**config.mk**
```make
export PLATFORM = sky130hd
export DESIGN_NAME = router_fifo_writer
export DESIGN_NICKNAME = d
export VERILOG_FILES = /design/src/rtl/router_pkg.sv /design/src/rtl/router_wr_hold_reg.sv /design/src/rtl/router_fifo_writer.sv
export SDC_FILE = /design/constraint.sdc
export NUM_CORES = 1
export LEC_CHECK = 0
export ABC_AREA = 1
export CAP_MARGIN = 20
export CORE_ASPECT_RATIO = 1.75
export CORE_MARGIN = 2
export CORE_UTILIZATION = 52
export DETAILED_ROUTE_END_ITERATION = 8
export PLACE_DENSITY = 0.89
export SYNTH_ARGS = -nofsm -noshare
export SYNTH_HDL_FRONTEND = slang
export SYNTH_SLANG_ARGS = --single-unit
```
**constraint.sdc**
```tcl
create_clock -name write_clk -period 1.5 [get_ports write_clk]
set_input_delay 0.15 -clock write_clk [delete_from_list [all_inputs] [get_ports write_clk]]
set_output_delay 0.15 -clock write_clk [all_outputs]
set_load 0.05 [all_outputs]
```
**src/rtl/router_pkg.sv**
```systemverilog
// rtl/router_pkg.sv - shared types and header field positions for the router write side
package router_pkg;

    localparam int NUM_PORTS    = 3;
    localparam int HDR_ADDR_LSB = 0;
    localparam int HDR_ADDR_MSB = 1;
    localparam int HDR_LEN_LSB  = 2;
    localparam int HDR_LEN_MSB  = 7;

    localparam logic [1:0] ADDR_DROP = 2'b11;

    typedef enum logic [1:0] {
        IDLE    = 2'd0,
        PAYLOAD = 2'd1,
        PARITY  = 2'd2
    } wr_state_t;

endpackage

```
**src/rtl/router_wr_hold_reg.sv**
```systemverilog
// rtl/router_wr_hold_reg.sv - single-entry hold stage between the source and the three FIFOs
module router_wr_hold_reg #(
    parameter int DATA_WIDTH = 8,
    parameter int NUM_PORTS  = 3
) (
    input  logic                  write_clk,
    input  logic                  reset,
    input  logic                  i_load,
    input  logic [DATA_WIDTH-1:0] i_data,
    input  logic [1:0]            i_dest,
    input  logic                  i_drop,
    input  logic [NUM_PORTS-1:0]  i_fifo_full,
    output logic                  o_ready,
    output logic                  o_wr_fire,
    output logic [DATA_WIDTH-1:0] o_wr_data,
    output logic [NUM_PORTS-1:0]  o_write_inc
);

    logic                  r_valid;
    logic [DATA_WIDTH-1:0] r_data;
    logic [1:0]            r_dest;
    logic                  r_drop;
    logic [NUM_PORTS-1:0]  w_dest_oh;

    // Decoding to one-hot keeps the out-of-range drop address from indexing fifo_full.
    always_comb begin
        w_dest_oh = '0;
        for (int p = 0; p < NUM_PORTS; p++) begin
            w_dest_oh[p] = (r_dest == 2'(p));
        end
    end

    assign o_wr_fire   = r_valid && !r_drop && ((w_dest_oh & i_fifo_full) == '0);
    assign o_ready     = !r_valid || o_wr_fire;
    assign o_write_inc = o_wr_fire ? w_dest_oh : '0;
    assign o_wr_data   = r_data;

    always_ff @(posedge write_clk or posedge reset) begin
        if (reset) begin
            r_valid <= 1'b0;
            r_data  <= '0;
            r_dest  <= '0;
            r_drop  <= 1'b0;
        end else if (i_load) begin
            r_valid <= 1'b1;
            r_data  <= i_data;
            r_dest  <= i_dest;
            r_drop  <= i_drop;
        end else if (o_wr_fire || r_drop) begin
            r_valid <= 1'b0;
        end
    end

endmodule

```
**src/rtl/router_fifo_writer.sv**
```systemverilog
// rtl/router_fifo_writer.sv - write-side packet engine of the 1x3 router
// Optional statistics counters are enabled by defining ROUTER_WR_STATS_EN.
module router_fifo_writer #(
    parameter int DATA_WIDTH = 8,
    parameter int NUM_PORTS  = 3,
    parameter int CNT_WIDTH  = 16
) (
    input  logic                  write_clk,
    input  logic                  reset,
    input  logic [DATA_WIDTH-1:0] in_data,
    input  logic                  in_valid,
    output logic                  in_ready,
    input  logic [NUM_PORTS-1:0]  fifo_full,
    output logic [DATA_WIDTH-1:0] fifo_wr_data,
    output logic [NUM_PORTS-1:0]  fifo_write_inc,
`ifdef ROUTER_WR_STATS_EN
    output logic [CNT_WIDTH-1:0]  pkt_cnt,
    output logic [CNT_WIDTH-1:0]  err_cnt,
    output logic [CNT_WIDTH-1:0]  drop_cnt,
`endif
    output logic                  pkt_done,
    output logic                  parity_err,
    output logic                  pkt_drop
);

    import router_pkg::*;

    wr_state_t             r_state;
    wr_state_t             w_next_state;
    logic [5:0]            r_cnt;
    logic [DATA_WIDTH-1:0] r_acc;
    logic [1:0]            r_dest;
    logic                  r_drop;

    logic                  w_accept;
    logic                  w_wr_fire;
    logic [1:0]            w_hdr_dest;
    logic [5:0]            w_hdr_len;
    logic [1:0]            w_byte_dest;
    logic                  w_byte_drop;
    logic                  w_done_set;
    logic                  w_err_set;
    logic                  w_drop_set;

    assign w_accept   = in_valid && in_ready;
    assign w_hdr_dest = in_data[HDR_ADDR_MSB:HDR_ADDR_LSB];
    assign w_hdr_len  = in_data[HDR_LEN_MSB:HDR_LEN_LSB];

    always_ff @(posedge write_clk or posedge reset) begin
        if (reset) begin
            r_state <= IDLE;
        end else begin
            r_state <= w_next_state;
        end
    end

    always_comb begin
        w_next_state = r_state;
        if (w_accept) begin
            case (r_state)
                IDLE:    w_next_state = (w_hdr_len != 6'd0) ? PAYLOAD : PARITY;
                PAYLOAD: w_next_state = (r_cnt == 6'd1) ? PARITY : PAYLOAD;
                PARITY:  w_next_state = IDLE;
                default: w_next_state = IDLE;
            endcase
        end
    end

    // The header byte itself carries the route, so it must not use the latched dest.
    always_comb begin
        w_byte_dest = r_dest;
        w_byte_drop = r_drop;
        if (r_state == IDLE) begin
            w_byte_dest = w_hdr_dest;
            w_byte_drop = (w_hdr_dest == ADDR_DROP);
        end
        w_done_set = w_accept && (r_state == PARITY);
        w_err_set  = w_done_set && (r_acc != in_data) && !r_drop;
        w_drop_set = w_accept && (r_state == IDLE) && (w_hdr_dest == ADDR_DROP);
    end

    always_ff @(posedge write_clk or posedge reset) begin
        if (reset) begin
            r_cnt      <= '0;
            r_acc      <= '0;
            r_dest     <= '0;
            r_drop     <= 1'b0;
            pkt_done   <= 1'b0;
            parity_err <= 1'b0;
            pkt_drop   <= 1'b0;
        end else begin
            pkt_done   <= w_done_set;
            parity_err <= w_err_set;
            pkt_drop   <= w_drop_set;
            if (w_accept) begin
                case (r_state)
                    IDLE: begin
                        r_dest <= w_hdr_dest;
                        r_drop <= (w_hdr_dest == ADDR_DROP);
                        r_acc  <= in_data;
                        r_cnt  <= w_hdr_len;
                    end
                    PAYLOAD: begin
                        r_acc <= r_acc ^ in_data;
                        r_cnt <= r_cnt - 6'd1;
                    end
                    default: ;
                endcase
            end
        end
    end

    router_wr_hold_reg #(
        .DATA_WIDTH (DATA_WIDTH),
        .NUM_PORTS  (NUM_PORTS)
    ) u_hold (
        .write_clk   (write_clk),
        .reset       (reset),
        .i_load      (w_accept),
        .i_data      (in_data),
        .i_dest      (w_byte_dest),
        .i_drop      (w_byte_drop),
        .i_fifo_full (fifo_full),
        .o_ready     (in_ready),
        .o_wr_fire   (w_wr_fire),
        .o_wr_data   (fifo_wr_data),
        .o_write_inc (fifo_write_inc)
    );

`ifdef ROUTER_WR_STATS_EN
    always_ff @(posedge write_clk or posedge reset) begin
        if (reset) begin
            pkt_cnt  <= '0;
            err_cnt  <= '0;
            drop_cnt <= '0;
        end else begin
            if (pkt_done && (pkt_cnt != '1)) begin
                pkt_cnt <= pkt_cnt + CNT_WIDTH'(1);
            end
            if (parity_err && (err_cnt != '1)) begin
                err_cnt <= err_cnt + CNT_WIDTH'(1);
            end
            if (pkt_drop && (drop_cnt != '1)) begin
                drop_cnt <= drop_cnt + CNT_WIDTH'(1);
            end
        end
    end
`endif

endmodule
```
======== After elaboration in Yosys (flattened, before gate mapping) ========
Index checks and enable logic that the tools add are counted.
storage, ports and cells
  bits in read-only memories .............. 0
  memories ................................ 0
  output and inout port bits .............. 15
  latch bits .............................. 0
  bits in writable memories ............... 0
  flip-flop bits (word level) ............. 31
operators by class
  multiplexer cells ....................... 10
  equal/unequal tests ..................... 7
  reductions and logical operators ........ 20
  shift-type cells ........................ 0
  divide/modulo/power cells ............... 0
  $mul .................................... 0
  bitwise gates (word level) .............. 2
  $lt $le $gt $ge ......................... 0
  add/subtract/negate cells ............... 1
operator list
  kind                                                  number
  case mux 8 bit (2 select lines)                       1
  case mux 6 bit (2 select lines)                       1
  logical AND 1 bit                                     8
  != test 8 bit                                         1
  bitwise XOR 8 bit                                     1
  equality test 2 bit (second input constant)           3
  equality test 6 x 1 -> 1 bit (second input constant)  1
  two-way mux 2 bit                                     3
  nonzero test 6 bit                                    1
  subtractor 6 x 1 -> 6 bit (second input constant)     1
  equality test 2 x 1 -> 1 bit (second input constant)  2
  zero test 2 bit                                       2
  case mux 2 bit (2 select lines)                       1
  AND reduction 2 bit                                   2
  nonzero test 2 bit                                    2
  bitwise AND 3 bit                                     1
  zero test 3 bit                                       1
  two-way mux 1 bit                                     3
  two-way mux 3 bit                                     1
  zero test 1 bit                                       2
  logical OR 1 bit                                      2

======== Logic depth before layout (Yosys ltp) ========
Gate-level depths: netlist (run 1).
  word-level depth ........................ 9
  mapped depth ............................ 8

======== Hierarchy ========
Synthesis (run 1) repeated with hierarchy kept, for this count alone.
second synthesis, totals
  cell total of the unflattened synthesis .. 227
  area, all modules ....................... 1,746.7 µm²
modules (own cells, without submodules)
  module              cells each  area an instance (µm²)  instances
  router_fifo_writer  162         1,227.4                 1
  router_wr_hold_reg  65          519.2                   1

======== Least setup slack after synthesis (run 1) ========
Ideal clock, no wire load.
  path type ............................... flip-flop to output port
  from .................................... reg u_hold.r_valid
  to ...................................... out fifo_write_inc[0]
  cell stages (with the launch flop) ...... 5
  setup slack ............................. -0.435 ns
  path buffers ............................ 0
  required time ........................... 1.350 ns
  arrival ................................. 1.785 ns
  cell sequence ........................... dfrtp_1 inv_1 nor2_2 nand4_2 nor3_1
between the ends
  cells in the longest elaborated chain, start to end .. 3
ends and longest elaborated chain
  element                          RTL line                  RTL
  start, declared                  router_wr_hold_reg.sv:19  logic r_valid;
  start signal, assigned           router_wr_hold_reg.sv:40  r_valid <= 1'b0;
  start signal, assigned           router_wr_hold_reg.sv:45  r_valid <= 1'b1;
  start signal, assigned           router_wr_hold_reg.sv:50  r_valid <= 1'b0;
  logical AND 1 bit (2 in series)  router_wr_hold_reg.sv:33  assign o_wr_fire = r_valid && !r_drop && ((w_dest_oh & i_fifo_full) == '0);
  two-way mux 3 bit                router_wr_hold_reg.sv:35  assign o_write_inc = o_wr_fire ? w_dest_oh : '0;
  end, declared                    router_fifo_writer.sv:15  output logic [NUM_PORTS-1:0] fifo_write_inc,
Every way passes these cells.

======== Worst setup path after layout (run 1) ========
  from .................................... reg u_hold.r_dest[1]
  to ...................................... out fifo_write_inc[1]
between the ends
  cells in the longest elaborated chain, start to end .. 5
  elaborated cells on any way between the ends .. 7
  classes of those cells .................. eq/ne: 2; mux: 1; bitwise: 1; reduce/logical: 3
ends and longest elaborated chain
  element                                                     RTL line                  RTL
  start, declared                                             router_wr_hold_reg.sv:21  logic [1:0] r_dest;
  start signal, assigned                                      router_wr_hold_reg.sv:47  r_dest <= i_dest;
  equality test 2 x 1 -> 1 bit, or another cell as far along  router_wr_hold_reg.sv:29  w_dest_oh[p] = (r_dest == 2'(p));
  bitwise AND 3 bit                                           router_wr_hold_reg.sv:33
  zero test 3 bit                                             router_wr_hold_reg.sv:33
  logical AND 1 bit                                           router_wr_hold_reg.sv:33
  two-way mux 3 bit *                                         router_wr_hold_reg.sv:35
Every way passes the cells marked *; elsewhere a longest branch is shown, timed or not.

==> metrics.txt, run 1 <==
Switching Power=2.75 mW; Bufs on Longest Clock Path=2; Total GRT Usage=0.268; Slew headroom=0.741; diode count=0; Final Cycle Share=1.12; Syn Inst Count=224; clk_lat worst skew=290 ps; CP startpoint=u_hold.r_dest[1]; Crit path max-delay family=flip-flops; CP cell instances=inv_2 -> nand3_2 -> nand4_4 -> buf_6 -> nor3_4 -> buf_12; Synth area leaders=dfrtp_1 45%, nand2_1 19%, nand4_1 6.2%; DRC=0; placed cell count=301; Fmax=roughly 590 MHz; Int Power=2.85 mW; most frequent cell after synthesis=nand2_1; logic gate share of total power=0.618; Crit path buffers/inverters=3; Initial DRC Count=slightly below 80; hold_buf cts=0; Main synth FF type=dfrtp_1; first-pass GRT wire length=between 7 and 8 mm; core area=about 3100 um2; Yosys warnings=0; run status=complete, but fails checks; synth-to-layout area growth=37.7%; Detailed Route WL=4.68 mm; DIE WIDTH=47.5 um; post-synthesis sequential area ratio=0.451; Vias/cell=between 5 and 6; syn nets=240; CTS Buf Count=5; leakage power=1.22 nW; PortBufs=28; antenna violations before repair=0; Post-DRT Antenna Nets=0; max_cap viols=0; die height=80.1 um; largest net degree at the start of global routing=32; Final Max Slew Viols=0; clock skew=5.52 ps; vias in the first global route=1683; WP data required=1350 ps; worst hold path class=input port to asynchronous set/reset pin; final number of hold-violating endpoints=0; CP startpoint kind=flip-flop; Clock Pin Slew Worst Setup and Hold Paths=70 ps; worst path arrival time=1530 ps; Final Core Density=0.754; total power divided by cell area=2360 nW/um2; vias=roughly 1700; EDFF count, synth=0; synthesized area per cell=7.68 um2; global placement routability congestion=0.825; RSZ-0062 raised after global routing=yes; layout cells sized above 1=0.223; # clock sinks=31; mapped cell area=1720 um2; io pins=29; minimum clock period=1680 ps; Layout Cells excl Fill=316; Clock power frac=0.114; Sequential Power Share=0.268; CTS Root Cell=clkbuf_8; Worst Setup End Kind=primary output; row cnt=27; IR drop worst, VDD=roughly 1700 uV; FF-to-FF Start=u_hold.r_dest[1]; worst-path fanout max=3; total gr overflow=0; Slew @ Worst Pin=388 ps; first-pass detailed-route iteration total=4; Die ar.=between 3000 and 4000 um2; most frequent cells after synthesis=88 x nand2_1, 31 x dfrtp_1, 21 x inv_1; #FFs+latches synth=31; critical path class=flip-flop to primary output; post-route setup slack=-183 ps; count of different cell masters after synthesis=25; Slowest cell on crit path=dfrtp_1; Post-layout nets=approximately 290; final HPWL from detailed placement=3.01 mm; CTS tree=yes; initial core utilization=0.548; Setup Viol. Count Final=16; share of the synthesized area in the top cell type=0.451; failing checks=negative setup slack; H-tree Lvls=2; Largest stage delay, worst path=460 ps; ys async rst share=1.00; DR WL/cell=14.8 um; leading area contributor after synthesis=dfrtp_1; sw frac=0.491
==> worst register-to-register path: cells and delay by family, from the launching register on <==
kind	cells	cell delay [ps]
buffers and inverters	4	550
DFF	1	460
and+or+nand+nor	3	280
AOI/OAI and AO/OA	2	240
==> stage by stage <==
stage / setup slack [ps] / total power [mW] / instance area (um2) / setup TNS [ps] / hold slack, ps
after floorplan: -79.5 / 3.53 / 1740 / -239 / 254
after global placement: 31.5 / 4.38 / 2150 / 0 / 463
after detailed placement: -8.06 / 4.47 / 2150 / -8.06 / 469
after CTS: -117 / 5.34 / 2310 / -376 / 248
after global routing: -237 / 5.99 / 2370 / -2600 / 290
final: -183 / 5.60 / 2370 / -1160 / 234
==> cells by family after synthesis <==
logic type | share of synthesized area
fa+ha+maj | 0.0145
flops | 0.451
xor+xnor | 0.0458
compound gates | 0.0538
simple gates | 0.358
buf+inv | 0.0771
==> worst paths after layout <==
| path | slack [ps] | end | depth (start not counted) |
|---|---|---|---|
| worst max-delay path | -180 | fifo_write_inc[1] | 6 |
| worst min register to register | 480 | u_hold.o_wr_data[6] | 2 |
| worst max register to register | -110 | r_state[0] | 9 |
| worst min-delay path | 230 | r_acc[0] | 3 |
| min in group write_clk | 480 | u_hold.o_wr_data[6] | 2 |
| max in group asynchronous | 980 | u_hold.o_wr_data[5] | 3 |
==> flip-flops by register name, indices dropped and copies added, names as in the netlist <==
signal            cells
u_hold.r_drop         1
u_hold.r_dest         2
parity_err            1
u_hold.o_wr_data      8
r_state               2
u_hold.r_valid        1
r_acc                 8
r_cnt                 6
pkt_done              1
pkt_drop              1
==> power groups by stage <==
stage | combinational, mW | clock (mW) | sequential, mW
floorplan | 1.70 | 0 | 1.83
global placement | 2.91 | 0 | 1.47
detailed placement | 2.99 | 0 | 1.49
CTS | 3.23 | 0.644 | 1.47
global route | 3.78 | 0.676 | 1.53
finish | 3.46 | 0.639 | 1.50
==> layout by cell type, fill, tap and decap left out, types with 6 or more instances in the layout <==
master,n
buf_4,26
clkdlybuf4s50_1,13
dfrtp_1,31
inv_1,18
nand2_1,88
nand3_1,8
nand4_1,17
nor2_1,11
o21ai_0,10
xnor2_1,6
==> what timing repair did <==
| item | 4_1_cts | 5_1_grt |
|---|---|---|
| pin swaps | 1 | 2 |
| setup endpoints to repair | 4 | 19 |
| cloned | 0 | 1 |
| gates resized for setup | 12 | 9 |
| buffers inserted | 3 | 3 |
==> layer usage <==
metal  global-route usage  routed length (um)  vias to the layer above
met2                0.472                2630                       85
li1                     -                   -                      815
met4                0.147                 180                        0
met1                0.269                1640                      806
met5                    0                   0                        -
met3               0.0584                 240                       18
==> area by class of cell <==
class / count / area, um2
sequential: 31 / 776
clock inverter: 2 / 12.5
timing repair inverter: 1 / 7.51
multi-input combinational: 164 / 895
tap: 43 / 53.8
timing repair buffer: 48 / 470
fill: 219 / 772
clock buffer: 6 / 72.6
inverter: 21 / 82.6
No activity file was read; power rests on OpenSTA's default activity.
==> run 2, diff against run 1 <==
--- a/config.mk
+++ b/config.mk
@@ -5,13 +5,12 @@
 export SDC_FILE = /design/constraint.sdc
 export NUM_CORES = 1
 export LEC_CHECK = 0
-export ABC_AREA = 1
-export CAP_MARGIN = 20
+export CAP_MARGIN = 40
 export CORE_ASPECT_RATIO = 1.75
 export CORE_MARGIN = 2
 export CORE_UTILIZATION = 52
 export DETAILED_ROUTE_END_ITERATION = 8
-export PLACE_DENSITY = 0.89
+export PLACE_DENSITY = 0.9
 export SYNTH_ARGS = -nofsm -noshare
 export SYNTH_HDL_FRONTEND = slang
 export SYNTH_SLANG_ARGS = --single-unit
==> constraint.sdc (replaced) <==
create_clock -name write_clk -period 1.66 [get_ports write_clk]
set_input_delay 0.166 -clock write_clk [delete_from_list [all_inputs] [get_ports write_clk]]
set_output_delay 0.166 -clock write_clk [all_outputs]
set_load 0.05 [all_outputs]
==> run 2 against run 1 <==
Net effect: the flow still finishes with violations (negative setup slack); wire length rose by 18%; non-clock buffer count rose by 13; synthesized area shrank 3.9%; clock skew up 3.6 ps; worst hold slack improved by 12 ps; sequential share of layout area down 2.1 points; largest power group unchanged; utilization rose by 6.1 points; critical path depth fell by 1; global-route usage rose by 2.2 points; cell area grew 6.9%; cell count down 15%.
==> metrics.txt, run 2 <==
max_cap viols=0; share of the synthesized area in the top cell type=0.469; worst hold path class=input port to asynchronous set/reset pin; # clock sinks=31; critical path class=flip-flop to primary output; worst path arrival time=about 1700 ps; Fmax=between 500 and 600 MHz; Post-DRT Antenna Nets=0; worst setup path endpoint=fifo_write_inc[0]; first-pass GRT wire length=around 7.6 mm; first-pass detailed-route iteration total=4; ys async rst share=1.00; WP data required=1490 ps; count of different cell masters after synthesis=36; antenna violations before repair=0; Clock Pin Slew Worst Setup and Hold Paths=~70 ps; Synth area leaders=dfrtp_1 47%, mux2_2 5.5%, xnor2_1 4.2%; Slew @ Worst Pin=between 400 and 500 ps; global placement routability congestion=a little over 0.8; Worst Setup End Kind=primary output; largest net degree at the start of global routing=32; CTS Root Cell=clkbuf_8; clock skew=between 9 and 10 ps; diode count=0; DIE WIDTH=46.6 um; PortBufs=28; post-route setup slack=-207 ps; Die ar.=3660 um2; io pins=29; Syn Inst Count=about 160; leading area contributor after synthesis=dfrtp_1; most frequent cell after synthesis=dfrtp_1; synth-to-layout area growth=53.2%; H-tree Lvls=2; EDFF count, synth=0; Reg2Reg Depth=9; placed cell count=253; DRC=0; Hold WS=246 ps; Bufs on Longest Clock Path=2; Layout Cells excl Fill=roughly 270; initial core utilization=0.532; Setup Viol. Count Final=30; total power divided by cell area=2130 nW/um2; #FFs+latches synth=31; Reg-to-Reg End=r_acc[4]; leakage power=1.10 nW; CP startpoint kind=flip-flop; syn nets=180; vias=1682; final HPWL from detailed placement=around 3.3 mm; vias in the first global route=1649; Total GRT Usage=0.290; run status=complete, but fails checks; post-synthesis sequential area ratio=0.469; die height=about 79 um; failing checks=negative setup slack; Final Cycle Share=1.12; total gr overflow=0; mapped cell area=1650 um2; Main synth FF type=dfrtp_1; Vias/cell=6.28; Yosys warnings=0; CTS Buf Count=5; flop2flop setup slack=-200 ps; Detailed Route WL=5.53 mm; IR drop worst, VDD=1570 uV; RSZ-0062 raised after global routing=yes; commonest cells after routing, fill and taps aside=36 x buf_4, 31 x dfrtp_1, 13 x clkdlybuf4s50_1; Final Max Slew Viols=0; core area=3110 um2; most common cell after layout, fill and taps aside=buf_4; Slew headroom=0.730; row cnt=27; synthesized area per cell=10.1 um2; minimum clock period=1870 ps; clk_lat worst skew=slightly below 300 ps; CTS tree=yes; layout cells sized above 1=0.413; final number of hold-violating endpoints=0; hold_buf cts=0; Post-layout nets=240; FF-to-FF Start=u_hold.r_dest[0]; CP startpoint=u_hold.r_dest[0]; most frequent cells after synthesis=31 x dfrtp_1, 13 x o21ai_0, 10 x nand3_1; DR WL/cell=20.6 um; worst-path fanout max=3; Initial DRC Count=between 150 and 200
-- run 2: cell families (layout without fill, tap and decap cells) --
kind of cell    after synthesis  count (layout)  share of synthesized area
mux                          14              14                     0.0999
flops                        31              31                      0.469
compound gates               42              42                      0.170
fa+ha+maj                     2               2                     0.0151
simple gates                 52              52                      0.163
xor+xnor                      8               8                     0.0424
buf+inv                      15              76                     0.0401
-- run 2: per-layer routing --
metal / GRT usage / share of wire / up-vias
li1: - / - / 714
met1: 0.295 / 0.33 / 828
met2: 0.521 / 0.56 / 111
met3: 0.0667 / 0.073 / 29
met4: 0.133 / 0.040 / 0
met5: 0 / 0 / -
-- run 2: final cells by class --
cell class / instances / area [um2]
Fill cell: 184 / 576
Clock inverter: 2 / 35.0
Sequential cell: 31 / 776
Timing Repair Buffer: 61 / 574
Clock buffer: 6 / 82.6
Tap cell: 43 / 53.8
Multi-Input combinational cell: 118 / 980
Inverter: 7 / 31.3
-- run 2: how the worst min path moves through the flow --
stage	end	slack, ps	cells past startpoint
after floorplan	parity_err	270	1
after global placement	u_hold.o_wr_data[2]	490	1
after detailed placement	u_hold.o_wr_data[2]	500	1
after CTS	u_hold.o_wr_data[1]	260	3
after global routing	u_hold.o_wr_data[1]	330	3
final	u_hold.o_wr_data[1]	250	3
-- run 2: timing repair --
item	4_1_cts	5_1_grt
hold endpoints to repair	0	0
setup buffers	4	3
pin swaps	8	7
endpoints found under the setup margin	30	33
gates resized for setup	16	26
gates cloned	1	0
-- run 2: metrics by stage --
stage          TNS (ps)  area (um2)  total power, mW  setup slack, ps   util
6_report          -2950        2530             5.39             -207  0.815
5_1_grt           -4460        2530             5.64             -383  0.815
4_1_cts           -1020        2380             4.90             -147  0.767
3_5_place_dp      -5240        2170             3.87             -307  0.698
3_3_place_gp      -3590        2170             3.72             -257  0.698
2_1_floorplan     -1070        1670             2.97             -328      -
-- run 2: power breakdown --
part / total [mW] / switching, mW / internal (mW) / leakage (nW)
registers: 1.44 / 0.347 / 1.09 / 0.369
logic: 3.19 / 1.75 / 1.44 / 0.668
clock network: 0.765 / 0.280 / 0.485 / 0.0612
total: 5.39 / 2.38 / 3.02 / 1.10
-- run 2: worst max-delay path: stages (launching register included) --
cell     delay (ps)
dfrtp_1         430
mux2_4          330
buf_4           160
nor3_2          210
buf_4           160
buf_12          130
